==> config.mk <==
export PLATFORM = sky130hd
export DESIGN_NAME = iterative_right_shifter_flat
export DESIGN_NICKNAME = d
export VERILOG_FILES = /design/src/rtl/iterative_right_shifter_pkg.sv /design/src/rtl/iterative_right_shifter_if.sv /design/src/rtl/iterative_right_shifter_right_shift_1b.sv /design/src/rtl/iterative_right_shifter.sv /design/src/flat_wrapper.sv
export SDC_FILE = /design/constraint.sdc
export NUM_CORES = 1
export LEC_CHECK = 0
export ABC_AREA = 1
export BUFFER_PORTS_ARGS = -buffer_cell sky130_fd_sc_hd__buf_2
export CAP_MARGIN = 40
export CORE_ASPECT_RATIO = 0.5
export CORE_MARGIN = 4
export CORE_UTILIZATION = 23
export CTS_CLUSTER_SIZE = 40
export DETAILED_ROUTE_END_ITERATION = 7
export GPL_TIMING_DRIVEN = 0
export PLACE_DENSITY = 0.43
export SETUP_SLACK_MARGIN = 0.05
export SLEW_MARGIN = 20
export SYNTH_ARGS = -nofsm -noshare
export SYNTH_HDL_FRONTEND = slang
export SYNTH_SLANG_ARGS = --single-unit
==> constraint.sdc <==
create_clock -name clk -period 1.2 [get_ports clk]
set_input_delay 0.12 -clock clk [delete_from_list [all_inputs] [get_ports clk]]
set_output_delay 0.12 -clock clk [all_outputs]
set_load 0.01 [all_outputs]
==> src/rtl/iterative_right_shifter_pkg.sv <==
// Shared constants and FSM encoding for the iterative right shifter.
package iterative_right_shifter_pkg;

  localparam int unsigned RSH_WIDTH = 16;
  localparam int unsigned RSH_AMT_W = 4;

  typedef enum logic [1:0] {
    IDLE  = 2'd0,
    SHIFT = 2'd1,
    DONE  = 2'd2
  } state_e;

endpackage

==> src/rtl/iterative_right_shifter_if.sv <==
// Start/busy/done handshake bundle for the iterative right shifter.
// The sticky signal exists only when RSHIFT_STICKY_EN is defined.
interface iterative_right_shifter_if #(
  parameter int unsigned WIDTH = 16,
  parameter int unsigned AMT_W = 4
);
  logic             start;
  logic [WIDTH-1:0] operand;
  logic [AMT_W-1:0] amount;
  logic             arith;
  logic             busy;
  logic             done;
  logic [WIDTH-1:0] result;
`ifdef RSHIFT_STICKY_EN
  logic             sticky;

  modport master (output start, operand, amount, arith,
                  input  busy, done, result, sticky);
  modport slave  (input  start, operand, amount, arith,
                  output busy, done, result, sticky);
`else
  modport master (output start, operand, amount, arith,
                  input  busy, done, result);
  modport slave  (input  start, operand, amount, arith,
                  output busy, done, result);
`endif
endinterface

==> src/rtl/iterative_right_shifter_right_shift_1b.sv <==
// Combinational single-position right shift with explicit fill bit.
module right_shift_1b
  import iterative_right_shifter_pkg::*;
#(
  parameter int unsigned WIDTH = RSH_WIDTH
) (
  input  logic [WIDTH-1:0] data_i,
  input  logic             fill_i,
  output logic [WIDTH-1:0] data_o,
  output logic             out_o
);

  assign data_o = {fill_i, data_i[WIDTH-1:1]};
  assign out_o  = data_i[0];

endmodule

==> src/rtl/iterative_right_shifter.sv <==
// Multi-cycle logical/arithmetic right shifter, one bit per clock.
// Optional sticky (OR of shifted-out bits) enabled by RSHIFT_STICKY_EN.
module iterative_right_shifter
  import iterative_right_shifter_pkg::*;
#(
  parameter int unsigned WIDTH = RSH_WIDTH,
  parameter int unsigned AMT_W = RSH_AMT_W
) (
  input  logic                      clk,
  input  logic                      reset,
  iterative_right_shifter_if.slave  bus
);

  state_e           state_q, state_d;
  logic [WIDTH-1:0] data_q, data_d;
  logic [AMT_W-1:0] cnt_q, cnt_d;
  logic             mode_q, mode_d;
  logic [WIDTH-1:0] shifted;
  logic             shift_out;
  logic             accept;

  assign accept = (state_q == IDLE) && bus.start;

  right_shift_1b #(.WIDTH(WIDTH)) u_step (
    .data_i (data_q),
    .fill_i (mode_q & data_q[WIDTH-1]),
    .data_o (shifted),
    .out_o  (shift_out)
  );

  // NOTE: reset is synchronous, so it lives inside the clocked branch, not the sensitivity list.
  // NOTE: non-blocking assignments keep every register updating from pre-edge values.
  always_ff @(posedge clk) begin
    if (reset) begin
      state_q <= IDLE;
      data_q  <= '0;
      cnt_q   <= '0;
      mode_q  <= 1'b0;
    end else begin
      state_q <= state_d;
      data_q  <= data_d;
      cnt_q   <= cnt_d;
      mode_q  <= mode_d;
    end
  end

  // NOTE: defaulting every output first is what keeps this comb block latch-free.
  always_comb begin
    state_d = state_q;
    case (state_q)
      IDLE:    if (bus.start) state_d = (bus.amount != '0) ? SHIFT : DONE;
      SHIFT:   if (cnt_q == AMT_W'(1)) state_d = DONE;
      DONE:    state_d = IDLE;
      default: state_d = IDLE;
    endcase
  end

  // Datapath next-state: load on acceptance, step while shifting, hold otherwise.
  always_comb begin
    data_d = data_q;
    cnt_d  = cnt_q;
    mode_d = mode_q;
    if (accept) begin
      data_d = bus.operand;
      cnt_d  = bus.amount;
      mode_d = bus.arith;
    end else if (state_q == SHIFT) begin
      data_d = shifted;
      cnt_d  = cnt_q - AMT_W'(1);
    end
  end

  always_comb begin
    bus.busy   = (state_q != IDLE);
    bus.done   = (state_q == DONE);
    bus.result = data_q;
  end

`ifdef RSHIFT_STICKY_EN
  logic sticky_q, sticky_d;

  always_ff @(posedge clk) begin
    if (reset) sticky_q <= 1'b0;
    else       sticky_q <= sticky_d;
  end

  always_comb begin
    sticky_d = sticky_q;
    if (accept)                 sticky_d = 1'b0;
    else if (state_q == SHIFT)  sticky_d = sticky_q | shift_out;
  end

  assign bus.sticky = sticky_q;
`else
  // The shifted-out bit only feeds the sticky register.
  logic unused_shift_out;
  assign unused_shift_out = shift_out;
`endif

endmodule

==> src/flat_wrapper.sv <==
// flat-port wrapper written by rule: the top's interface ports become plain ports
module iterative_right_shifter_flat import iterative_right_shifter_pkg::*;
#(
  parameter int unsigned WIDTH = RSH_WIDTH,
  parameter int unsigned AMT_W = RSH_AMT_W
)
  (clk, reset, bus_start, bus_operand, bus_amount, bus_arith, bus_busy, bus_done, bus_result);
  iterative_right_shifter_if #(.WIDTH(WIDTH), .AMT_W(AMT_W)) bus_i ();
  input  logic clk;
  input  logic reset;
  input wire logic [$bits(bus_i.start)-1:0] bus_start;
  input wire logic [$bits(bus_i.operand)-1:0] bus_operand;
  input wire logic [$bits(bus_i.amount)-1:0] bus_amount;
  input wire logic [$bits(bus_i.arith)-1:0] bus_arith;
  output wire logic [$bits(bus_i.busy)-1:0] bus_busy;
  output wire logic [$bits(bus_i.done)-1:0] bus_done;
  output wire logic [$bits(bus_i.result)-1:0] bus_result;
  assign bus_i.start = bus_start;
  assign bus_i.operand = bus_operand;
  assign bus_i.amount = bus_amount;
  assign bus_i.arith = bus_arith;
  assign bus_busy = bus_i.busy;
  assign bus_done = bus_i.done;
  assign bus_result = bus_i.result;
  iterative_right_shifter #(.WIDTH(WIDTH), .AMT_W(AMT_W)) u_core (.clk(clk), .reset(reset), .bus(bus_i));
endmodule
==> After elaboration in Yosys (flattened, before gate mapping) <==
Index checks and enable logic that the tools add are counted.
{ "totals": {"register_bits": 23, "out_inout_bits": 18, "word_cells": 25} }
{ "op_classes": {"addsub": 1, "eq_ne": 5, "n_mux": 8, "bitwise": 1, "reduce_logical": 6} }
{ "ops": {"columns": ["operator", "n"], "rows": [
  ["16-bit two-way mux", 2],
  ["4-bit two-way mux", 2],
  ["2-bit two-way mux", 3],
  ["4-bit by 1-bit == test with 1-bit output (second input constant)", 1],
  ["2-bit one-hot mux with 2 select lines", 1],
  ["2-bit nonzero test", 2],
  ["4-bit nonzero test", 1],
  ["4-bit by 1-bit subtractor with 4-bit output (second input constant)", 1],
  ["2-bit by 1-bit == test with 1-bit output (second input constant)", 1],
  ["2-bit == test (second input constant)", 1],
  ["2-bit zero test", 1],
  ["2-bit by 1-bit inequality test with 1-bit output (second input constant)", 1],
  ["2-bit inequality test (second input constant)", 1],
  ["2-bit AND reduction", 1],
  ["1-bit AND", 1],
  ["1-bit logical AND", 1]
]} }

==> Depth between registers and ports, before layout <==
Gate-level depths: netlist of run 1.
{ "logic_depth": {"depth_word": 4, "mapped_depth": 8} }

==> By module <==
From an unflattened synthesis of run 1, not the netlist that was laid out.
{ "unflattened": {"hier_cells": 179, "hier_area_um2": 1328.8} }
{ "by_module_without_submodules": {"columns": ["mod", "instances", "cells_per_inst", "area_per_inst_um2", "seq_area_each_um2"], "rows": [
  ["iterative_right_shifter", 1, 162, 1201.2, 460.4],
  ["right_shift_1b", 1, 17, 127.6, 0.0]
]} }

==> Least setup slack after synthesis of run 1 <==
Ideal clock, no wire load.
{ "synth_timing": {"path_kind": "register -> register", "startpoint": "reg u_core.cnt_q[0]", "endpoint": "reg u_core.cnt_q[2]", "arrival_time_ps": 918, "required_ps": 1091, "slack_ps": 173, "stages_incl_launch_ff": 8, "path_buffers": 0, "path_cell_list": "dfxtp_1 -> inv_1 -> ha_1 -> xor2_1 -> nand2_1 -> nand3_2 -> nand2_1 -> inv_1"} }
{ "synth_via": {"elab_chain_len": 3} }
{ "synth_rtl": {"columns": ["element", "line", "rtl"], "rows": [
  ["start, declared", "iterative_right_shifter.sv:16", "logic [AMT_W-1:0] cnt_q, cnt_d;"],
  ["start signal, assigned", "iterative_right_shifter.sv:42", "cnt_q <= cnt_d;"],
  ["4-bit by 1-bit subtractor with 4-bit output", "iterative_right_shifter.sv:69", "cnt_d = cnt_q - AMT_W'(1);"],
  ["4-bit two-way mux", "iterative_right_shifter.sv:67", "end else if (state_q == SHIFT) begin"],
  ["4-bit two-way mux", "iterative_right_shifter.sv:63", "if (accept) begin"]
]} }
Every way passes these cells. The select of a mux whose other input is x is not followed.
A chain may end at the register's enable or synchronous reset.

==> Final worst setup path of run 1 <==
{ "layout_timing": {"startpoint": "reg u_core.state_q[1]", "endpoint": "reg u_core.cnt_q[0]"} }
{ "layout_via": {"elab_chain_len": 3} }
{ "layout_rtl": {"columns": ["element", "line", "rtl"], "rows": [
  ["start, declared", "iterative_right_shifter.sv:14", "state_e state_q, state_d;"],
  ["start signal, assigned", "iterative_right_shifter.sv:40", "state_q <= state_d;"],
  ["2-bit zero test", "iterative_right_shifter.sv:22", "assign accept = (state_q == IDLE) && bus.start;"],
  ["1-bit logical AND", "iterative_right_shifter.sv:22", null],
  ["4-bit two-way mux or 2-bit nonzero test (tied branches)", null, null]
]} }
Parallel ways exist; a longest one is shown, timed or not.

==> flow_summary_export.csv, run 1 <==
group,metric,value,unit
outcome,run_status,"complete, no violations",
global_routing,overflow,0,
synthesis,synth.most_common_cell,"nand2_1",
power_and_ir_drop,ir_drop,0.000488,V
floorplanning,die_x,107,µm
floorplanning,start_util,24.7,%
power_and_ir_drop,powerDensity,1280,mW/mm²
synthesis,synth_seq_area_share,40.9,%
route,antenna_left,0,
global_routing,grt_max_degree,14,
cells_and_area,multi_input_area,529,µm²
min_path,hp-class,"in -> reg",
timing,setup_viol,0,
cells_and_area,final_nets,226,
synthesis,synth-edff-count,0,
synthesis,synth_area_leaders,"dfxtp_1 (41%), nand2_1 (15%), nand3_1 (10%)",
clock_tree,clk_latency,0.27,ns
timing,worst_slew_pin_slew,0.529,ns
setup_path,crit_fanout,10,
power_and_ir_drop,p_clk_share,25.9,%
timing,grt_setup_unrepaired,"true",
floorplanning,fp-row-count,17,
synthesis,synth_commonest_cells,"nand2_1 (46), dfxtp_1 (23), nand3_1 (23)",
route,vias,1142,
floorplanning,die_h,57.5,µm
placement,placed_cells,261,
floorplanning,dieArea,0.00615,mm²
synthesis,syn-num-nets,181,
global_routing,grt_usage,11.2,%
setup_path,ff2ff_setup_slack,0.10,ns
floorplanning,core_area,0.00455,mm²
clock_tree,cts-root-buf,"clkbuf_8",
power_and_ir_drop,sw_frac_of_total,32.0,%
timing,finalSetupTns,0,ns
route,vias_per_cell,4.31,
synthesis,synthArstFlopShare,0,%
timing,finalHoldViolCount,0,
power_and_ir_drop,switchingPower,0.604,mW
setup_path,worstSetupPathType,"reg -> reg",
setup_path,critical_path_required,1.38,ns
timing,skew,0.00460,ns
clock_tree,htree_levels,1,
clock_tree,cts_buffer_depth,2,
synthesis,yosys_warnings,0,
cells_and_area,drive_gt1_share,33.7,%
synthesis,synth_seq_cells,23,
run,drv_cap,0,
setup_path,arrival,1.28,ns
timing,finalCritPeriodShare,91.4,%
route,avgRoutedWirePerCell,12.6,µm
route,drt_pre_antenna_iters,4,
clock_tree,cts_hold_buf,0,
synthesis,synth_cell_types,20,
power_and_ir_drop,cellLeakagePower,0.691,nW
timing,slew_headroom,64.7,%
power_and_ir_drop,internal-power,1.29,mW
power_and_ir_drop,power.total,1.89,mW
route,drt_wl_total,3330,µm
global_routing,antenna_found_initial,0,
route,drc,0,
clock_tree,clk_pin_slew,0.09,ns
power_and_ir_drop,pwr-share-comb,26.5,%
cells_and_area,syn_to_final_growth,31.2,%
synthesis,netlist_instances,155,
clock_tree,postCtsSetupBuffers,0,
timing,slew_viol_final,0,
synthesis,netlist_area,0.00113,mm²
power_and_ir_drop,sequentialPowerShare,47.6,%
synthesis,synth.avg_cell_area,7.27,µm²
synthesis,synth-main-ff-cell,"dfxtp_1",
route,drt_iter0_markers,45,
cells_and_area,final-seq-area,468,µm²
timing,timing.final.crit_period,1.10,ns
global_routing,grt_pass1_vias,1098,
cells_and_area,n_antenna_cell,0,
floorplanning,pin_count,42,
global_routing,grt_pass1_wl,5470,µm
synthesis,yosysTopAreaCell,"dfxtp_1",
placement,io_buffer_count,40,
setup_path,startpoint_type,"flip-flop",
placement,place_hpwl,2400,µm
timing,fmax,912,MHz
synthesis,yosysTopAreaCellShare,40.9,%
cells_and_area,final_cells,265,
clock_tree,cts_tree,"yes",
clock_tree,clkSinkCount,23,
cells_and_area,n_fill_cell,526,
placement,routabilityCongestion,0.764,
clock_tree,cts_buffers,3,
setup_path,crit_path_end_kind,"flip-flop",
power groups by stage:
stage | Combinational [mW] | Clock (mW) | Sequential [mW]
floorplan | 0.305 | 0 | 0.920
global placement | 0.495 | 0 | 0.911
detailed placement | 0.494 | 0 | 0.910
CTS | 0.497 | 0.508 | 0.894
global route | 0.567 | 0.541 | 0.912
finish | 0.502 | 0.490 | 0.899
path summary, 6_finish.rpt:
kind                                   startpoint                    end  cells after the start
worst max-delay path            u_core.state_q[1]        u_core.cnt_q[0]                      6
worst min-delay path              bus_operand[12]  u_core.bus.result[12]                      3
worst max register to register  u_core.state_q[1]        u_core.cnt_q[0]                      6
worst min register to register      u_core.mode_q          u_core.mode_q                      2
timing repair:
action	in CTS	in global routing
gates resized for setup	0	14
endpoints found under the setup margin	0	22
hold endpoints to repair	0	0
worst max-delay path, stage by stage, from the launching register on:
cell and delay (ns):
dfxtp_4 0.36, nor2_4 0.12, nand2_2 0.09, inv_2 0.08
buf_6 0.15, nand2_1 0.06, a31oi_1 0.15
routing by layer:
layer / GRT usage [%] / wire [µm]
met5: 0 / 0
met4: 1.64 / 25
met3: 3.50 / 198
met2: 18.4 / 1490
met1: 14.9 / 1610
final cells by class:
| class | count | share of cell area, % |
|---|---|---|
| inverter | 13 | 3.30 |
| tap | 66 | 5.59 |
| sequential | 23 | 31.7 |
| clock inverter | 1 | 0.339 |
| buffer | 11 | 6.94 |
| clock buffer | 3 | 2.79 |
| timing repair buffer | 40 | 13.5 |
| multi-input combinational | 108 | 35.8 |
state kept, by name (all words and copies together), names as in the netlist:
name	cells
u_core.mode_q	1
u_core.bus.result	16
u_core.cnt_q	4
u_core.state_q	2
cells in the final DEF (no fill, tap or decap):
master / instances
xor2_1: 1
buf_4: 3
buf_6: 5
clkinv_2: 1
buf_2: 41
inv_1: 9
nand3_1: 23
nand3_2: 1
clkbuf_8: 3
a21oi_1: 4
and3_1: 1
dfxtp_1: 19
o21ai_0: 3
dfxtp_4: 1
nand2_2: 3
inv_2: 4
buf_8: 1
nor2_4: 1
ha_1: 2
nand2_1: 46
dfxtp_2: 3
nor2_1: 7
a31oi_1: 16
clkbuf_1: 1
logic make-up after synthesis:
group           count (synthesis)  synth area share (%)
compound gates                 23                  12.0
xor+xnor                        1                 0.778
fa+ha+maj                       2                  2.22
buf+inv                        24                  12.6
flops                          23                  40.9
simple gates                   82                  31.6
through the flow:
stage / setup slack, ns / instance area (µm²) / utilization, % / hold WS (ns)
2_1_floorplan: 0.173 / 1130 / - / 0.276
3_3_place_gp: 0.0893 / 1410 / 31.0 / 0.382
3_5_place_dp: 0.0667 / 1410 / 31.0 / 0.386
4_1_cts: 0.0644 / 1460 / 32.0 / 0.103
5_1_grt: 0.00638 / 1480 / 32.5 / 0.0990
6_report: 0.103 / 1480 / 32.5 / 0.105
No activity file was read; power rests on OpenSTA's default activity.
==> run 2: changes to the inputs <==
clock period = 1.3 ns   (was 1.2 ns; I/O delays follow)
==> flow_summary_export.csv, run 2 (synthesized netlist as in run 1, its figures left out) <==
group,metric,value,unit
power_and_ir_drop,sw_frac_of_total,31.9,%
cells_and_area,layout_common_cells,"nand2_1 (46), buf_2 (41), nand3_1 (23), dfxtp_1 (23), a31oi_1 (16)",
power_and_ir_drop,pwr-share-comb,26.2,%
timing,fmax,876,MHz
clock_tree,htree_levels,1,
route,drt_wl_total,3290,µm
placement,place_hpwl,2400,µm
route,drt_iter0_markers,34,
global_routing,grt_max_degree,14,
route,wl_met1,1610,µm
power_and_ir_drop,ir_drop,0.000450,V
floorplanning,start_util,24.7,%
route,avgRoutedWirePerCell,12.4,µm
min_path,hold_start,"bus_operand[12]",
cells_and_area,n_fill_cell,528,
timing,timing.final.crit_period,1.14,ns
clock_tree,cts_tree,"yes",
route,antenna_left,0,
route,topRoutingLayerUsed,"met4",
route,wl_met2,1460,µm
run,drv_cap,0,
floorplanning,die_x,107,µm
setup_path,ff2ff_setup_slack,0.16,ns
setup_path,worstReg2RegStart,"u_core.state_q[0]",
timing,skew,0.00504,ns
placement,routabilityCongestion,0.764,
power_and_ir_drop,p_clk_share,26.2,%
outcome,run_status,"complete, no violations",
route,drt_pre_antenna_iters,4,
setup_path,slowest_stage,"dfxtp_1",
cells_and_area,n_antenna_cell,0,
setup_path,crit_family,"flip-flops",
route,vias_per_cell,4.26,
global_routing,antenna_found_initial,0,
power_and_ir_drop,internal-power,1.18,mW
floorplanning,pin_count,42,
min_path,worstHoldEndpoint,"u_core.bus.result[12]",
cells_and_area,drive_gt1_share,30.7,%
floorplanning,core_area,0.00455,mm²
setup_path,rr_worst_depth,6,
route,drc,0,
setup_path,critPathBufInv,2,
timing,worst_slew_pin_slew,0.520,ns
placement,io_buffer_count,40,
setup_path,crit_fanout,10,
setup_path,crit_path_end_kind,"flip-flop",
clock_tree,clkSinkCount,23,
cells_and_area,largest_reg_flops,16,
setup_path,arrival,1.33,ns
cells_and_area,syn_to_final_growth,29.7,%
global_routing,grt_usage,11.2,%
setup_path,critical_path_required,1.49,ns
floorplanning,fp-row-count,17,
global_routing,grt_pass1_vias,1098,
min_path,hp-class,"in -> reg",
cells_and_area,multi_input_area,524,µm²
floorplanning,dieArea,0.00615,mm²
floorplanning,die_h,57.5,µm
cells_and_area,final_cells,265,
placement,placed_cells,261,
timing,finalCritPeriodShare,87.8,%
power_and_ir_drop,switchingPower,0.552,mW
global_routing,overflow,0,
power_and_ir_drop,powerDensity,1190,mW/mm²
cells_and_area,final-seq-area,460,µm²
clock_tree,postCtsSetupBuffers,0,
route,vias,1128,
clock_tree,cts_hold_buf,0,
setup_path,worstSetupPathType,"reg -> reg",
setup_path,cp_slowest_stage_delay,0.36,ns
clock_tree,clk_pin_slew,0.09,ns
cells_and_area,final_common_cell,"nand2_1",
min_path,holdPathStages,3,
setup_path,timing.rr.end,"u_core.bus.result[13]",
timing,finalSetupTns,0,ns
cells_and_area,final_nets,226,
setup_path,crit_path_cell_trace,"nor2_2 > nand2_2 > inv_2 > buf_6 > nand2_1 > a31oi_1",
clock_tree,cts-root-buf,"clkbuf_8",
timing,slew_headroom,65.3,%
setup_path,startpoint_type,"flip-flop",
timing,grt_setup_unrepaired,"false",
clock_tree,cts_buffers,3,
power_and_ir_drop,sequentialPowerShare,47.6,%
route,dr_wl_met3,196,µm
clock_tree,clk_latency,0.27,ns
global_routing,grt_pass1_wl,5470,µm
timing,finalHoldViolCount,0,
timing,setup_viol,0,
clock_tree,cts_buffer_depth,2,
timing,slew_viol_final,0,
power_and_ir_drop,cellLeakagePower,0.686,nW
[run 2: power groups by stage]
stage | clock (mW) | combinational, mW | sequential (mW)
4_1_cts | 0.469 | 0.459 | 0.825
6_report | 0.453 | 0.453 | 0.825
2_1_floorplan | 0 | 0.281 | 0.849
3_5_place_dp | 0 | 0.456 | 0.840
5_1_grt | 0.505 | 0.514 | 0.837
3_3_place_gp | 0 | 0.457 | 0.841
[run 2: through the flow]
stage / setup WS [ns] / instance area (µm²) / total power [mW] / hold WS, ns / utilization [%]
floorplan: 0.273 / 1130 / 1.13 / 0.286 / -
CTS: 0.164 / 1460 / 1.75 / 0.113 / 32.0
finish: 0.159 / 1460 / 1.73 / 0.115 / 32.1
global route: 0.0576 / 1460 / 1.86 / 0.109 / 32.1
detailed placement: 0.167 / 1410 / 1.30 / 0.396 / 31.0
global placement: 0.189 / 1410 / 1.30 / 0.392 / 31.0
[run 2: worst max-delay path by stage]
stage	startpoint	slack (ns)	to	depth (start not counted)
after floorplan	u_core.cnt_q[0]	0.27	u_core.cnt_q[2]	7
after global placement	u_core.state_q[0]	0.19	u_core.state_q[1]	5
after detailed placement	u_core.state_q[0]	0.17	u_core.bus.result[13]	6
after CTS	u_core.state_q[0]	0.16	u_core.bus.result[13]	6
after global routing	u_core.state_q[1]	0.06	u_core.cnt_q[0]	5
final	u_core.state_q[0]	0.16	u_core.bus.result[13]	6
[run 2: worst reg2reg max path: stages, from the launching register on]
cell,delay (ns)
dfxtp_1,0.36
nor2_2,0.17
nand2_2,0.10
inv_2,0.08
buf_6,0.15
nand2_1,0.06
a31oi_1,0.14
[run 2: repair_timing]
action	4_1_cts	5_1_grt
hold endpoints to repair	0	0
resized for setup	0	2
endpoints found under the setup margin	0	4
[run 2: routing by layer]
layer / up-vias / GRT usage (%)
li1: 595 / -
met1: 504 / 14.9
met2: 27 / 18.4
met3: 2 / 3.50
met4: 0 / 1.64
met5: - / 0
[run 2: area by class of cell]
cell class	instances	share of cell area, %
plain buffers	11	6.68
clock buffers	3	2.83
clock inverters	1	0.343
inverters	13	3.34
multi-input cells	108	35.9
flip-flops and latches	23	31.5
well taps	66	5.66
repair buffers	40	13.7
==> run 3: changes to the inputs <==
BUFFER_PORTS_ARGS = -buffer_cell sky130_fd_sc_hd__buf_4   (was -buffer_cell sky130_fd_sc_hd__buf_2)
CORE_ASPECT_RATIO = default   (was 0.5)
CORE_UTILIZATION = 51   (was 23)
PLACE_DENSITY = 0.82   (was 0.43)
==> flow_summary_export.csv, run 3 (synthesized netlist as in run 1, its figures left out) <==
group,metric,value,unit
power_and_ir_drop,cellLeakagePower,0.696,nW
floorplanning,die_x,55.0,µm
power_and_ir_drop,ir_drop,0.000834,V
clock_tree,postCtsSetupBuffers,0,
min_path,worstHoldEndpoint,"u_core.mode_q",
cells_and_area,n_antenna_cell,0,
setup_path,timing.rr.end,"u_core.cnt_q[0]",
timing,slew_viol_final,0,
placement,place_hpwl,2240,µm
route,drt_wl_total,3040,µm
power_and_ir_drop,power.total,1.66,mW
min_path,hold_start,"bus_arith",
timing,worst_slew_pin_slew,0.483,ns
setup_path,crit_path_end_kind,"output pin",
route,vias,1198,
clock_tree,cts_buffer_depth,2,
global_routing,overflow,0,
timing,finalSetupTns,0,ns
clock_tree,clkSinkCount,23,
route,drt_iter0_markers,36,
floorplanning,start_util,55.7,%
timing,timing.final.crit_period,1.18,ns
outcome,run_status,"complete, no violations",
cells_and_area,fin_util,73.6,%
placement,placed_cells,222,
setup_path,arrival,1.05,ns
min_path,holdPathStages,3,
timing,slew_headroom,67.8,%
cells_and_area,final_cells,226,
cells_and_area,syn_to_final_growth,32.2,%
global_routing,grt_usage,22.9,%
route,drc,0,
cells_and_area,drive_gt1_share,30.2,%
power_and_ir_drop,powerDensity,1110,mW/mm²
timing,setup_ws,0.120,ns
setup_path,critical_path_required,1.17,ns
timing,finalHoldViolCount,0,
setup_path,rr_worst_depth,6,
setup_path,worstSetupPathType,"reg -> out",
route,avgRoutedWirePerCell,13.5,µm
cells_and_area,n_fill_cell,168,
route,vias_per_cell,5.30,
run,drv_cap,0,
setup_path,crit_fanout,4,
timing,fmax,847,MHz
global_routing,grt_pass1_wl,5060,µm
clock_tree,htree_levels,1,
setup_path,startpoint_type,"flip-flop",
placement,io_buffer_count,40,
cells_and_area,final_nets,226,
cells_and_area,final_common_cell,"nand2_1",
clock_tree,clk_latency,0.31,ns
timing,skew,0.00464,ns
placement,routabilityCongestion,0.877,
global_routing,antenna_found_initial,0,
route,drt_pre_antenna_iters,4,
timing,grt_setup_unrepaired,"false",
cells_and_area,largest_reg_flops,16,
clock_tree,clk_pin_slew,0.12,ns
floorplanning,dieArea,0.00302,mm²
floorplanning,pin_count,42,
clock_tree,cts-root-buf,"clkbuf_4",
timing,setup_viol,0,
route,antenna_left,0,
global_routing,grt_pass1_vias,1192,
placement,post-place-ws,0.173,ns
min_path,hp-class,"in -> reg",
timing,finalCritPeriodShare,90.8,%
clock_tree,cts_buffers,3,
setup_path,worstReg2RegStart,"u_core.state_q[0]",
cells_and_area,layout_common_cells,"nand2_1 (46), buf_4 (42), nand3_1 (23), dfxtp_1 (23), a31oi_1 (16)",
floorplanning,fp-row-count,16,
global_routing,grt_max_degree,13,
setup_path,ff2ff_setup_slack,0.15,ns
floorplanning,core_area,0.00202,mm²
clock_tree,cts_tree,"yes",
floorplanning,die_h,55.0,µm
[run 3: cell count changes in the layout (fill, tap and decap cells not counted), sizes merged]
| cell | change |
|---|---|
| buf | +1 |
| clkinv | -1 |
[run 3: repair_timing]
item / in CTS / in global routing
endpoints found under the setup margin: 0 / 1
resized for setup: 0 / 1
hold buffers: 0 / 0
[run 3: worst max-delay path, cell delays in order (launching register included)]
cell	delay (ns)
dfxtp_1	0.37
nor2_2	0.17
inv_1	0.06
buf_4	0.14
[run 3: worst max-delay path by stage]
stage          depth (start not counted)  slack (ns)              start               endpoint
5_1_grt                                6        0.06  u_core.state_q[0]  u_core.bus.result[13]
6_report                               3        0.12  u_core.state_q[0]               bus_busy
3_3_place_gp                           5        0.21  u_core.state_q[1]   u_core.bus.result[5]
2_1_floorplan                          7        0.27    u_core.cnt_q[0]        u_core.cnt_q[2]
4_1_cts                                3        0.11  u_core.state_q[0]               bus_busy
3_5_place_dp                           5        0.17  u_core.state_q[1]        u_core.cnt_q[0]
[run 3: routing by layer]
metal / vias to the layer above / GRT usage, % / part of all wire, %
met5: - / 0 / 0
met4: 0 / 8.50 / 0.86
met3: 4 / 2.68 / 6.5
met2: 39 / 39.6 / 49
met1: 556 / 29.1 / 43
li1: 599 / - / -
[run 3: final cells by class]
cell class	instances	area (µm²)	area share, %
buffer	11	95.1	6.39
clock buffer	4	26.3	1.76
inverter	13	48.8	3.28
multi-input combinational	108	524	35.2
sequential	23	460	30.9
tap	27	33.8	2.27
timing repair buffer	40	300	20.2
[run 3: power breakdown]
group          leakage (nW)  total [mW]  internal [mW]  switching, mW
clock                0.0150       0.338          0.120          0.218
combinational         0.492       0.495          0.235          0.260
sequential            0.189       0.827          0.772         0.0553
[run 3: metrics by stage]
step                hold slack (ns)  instance area (µm²)
floorplan                     0.286                 1130
global placement              0.383                 1460
detailed placement            0.393                 1460
CTS                          0.0604                 1490
global route                 0.0750                 1490
finish                       0.0633                 1490
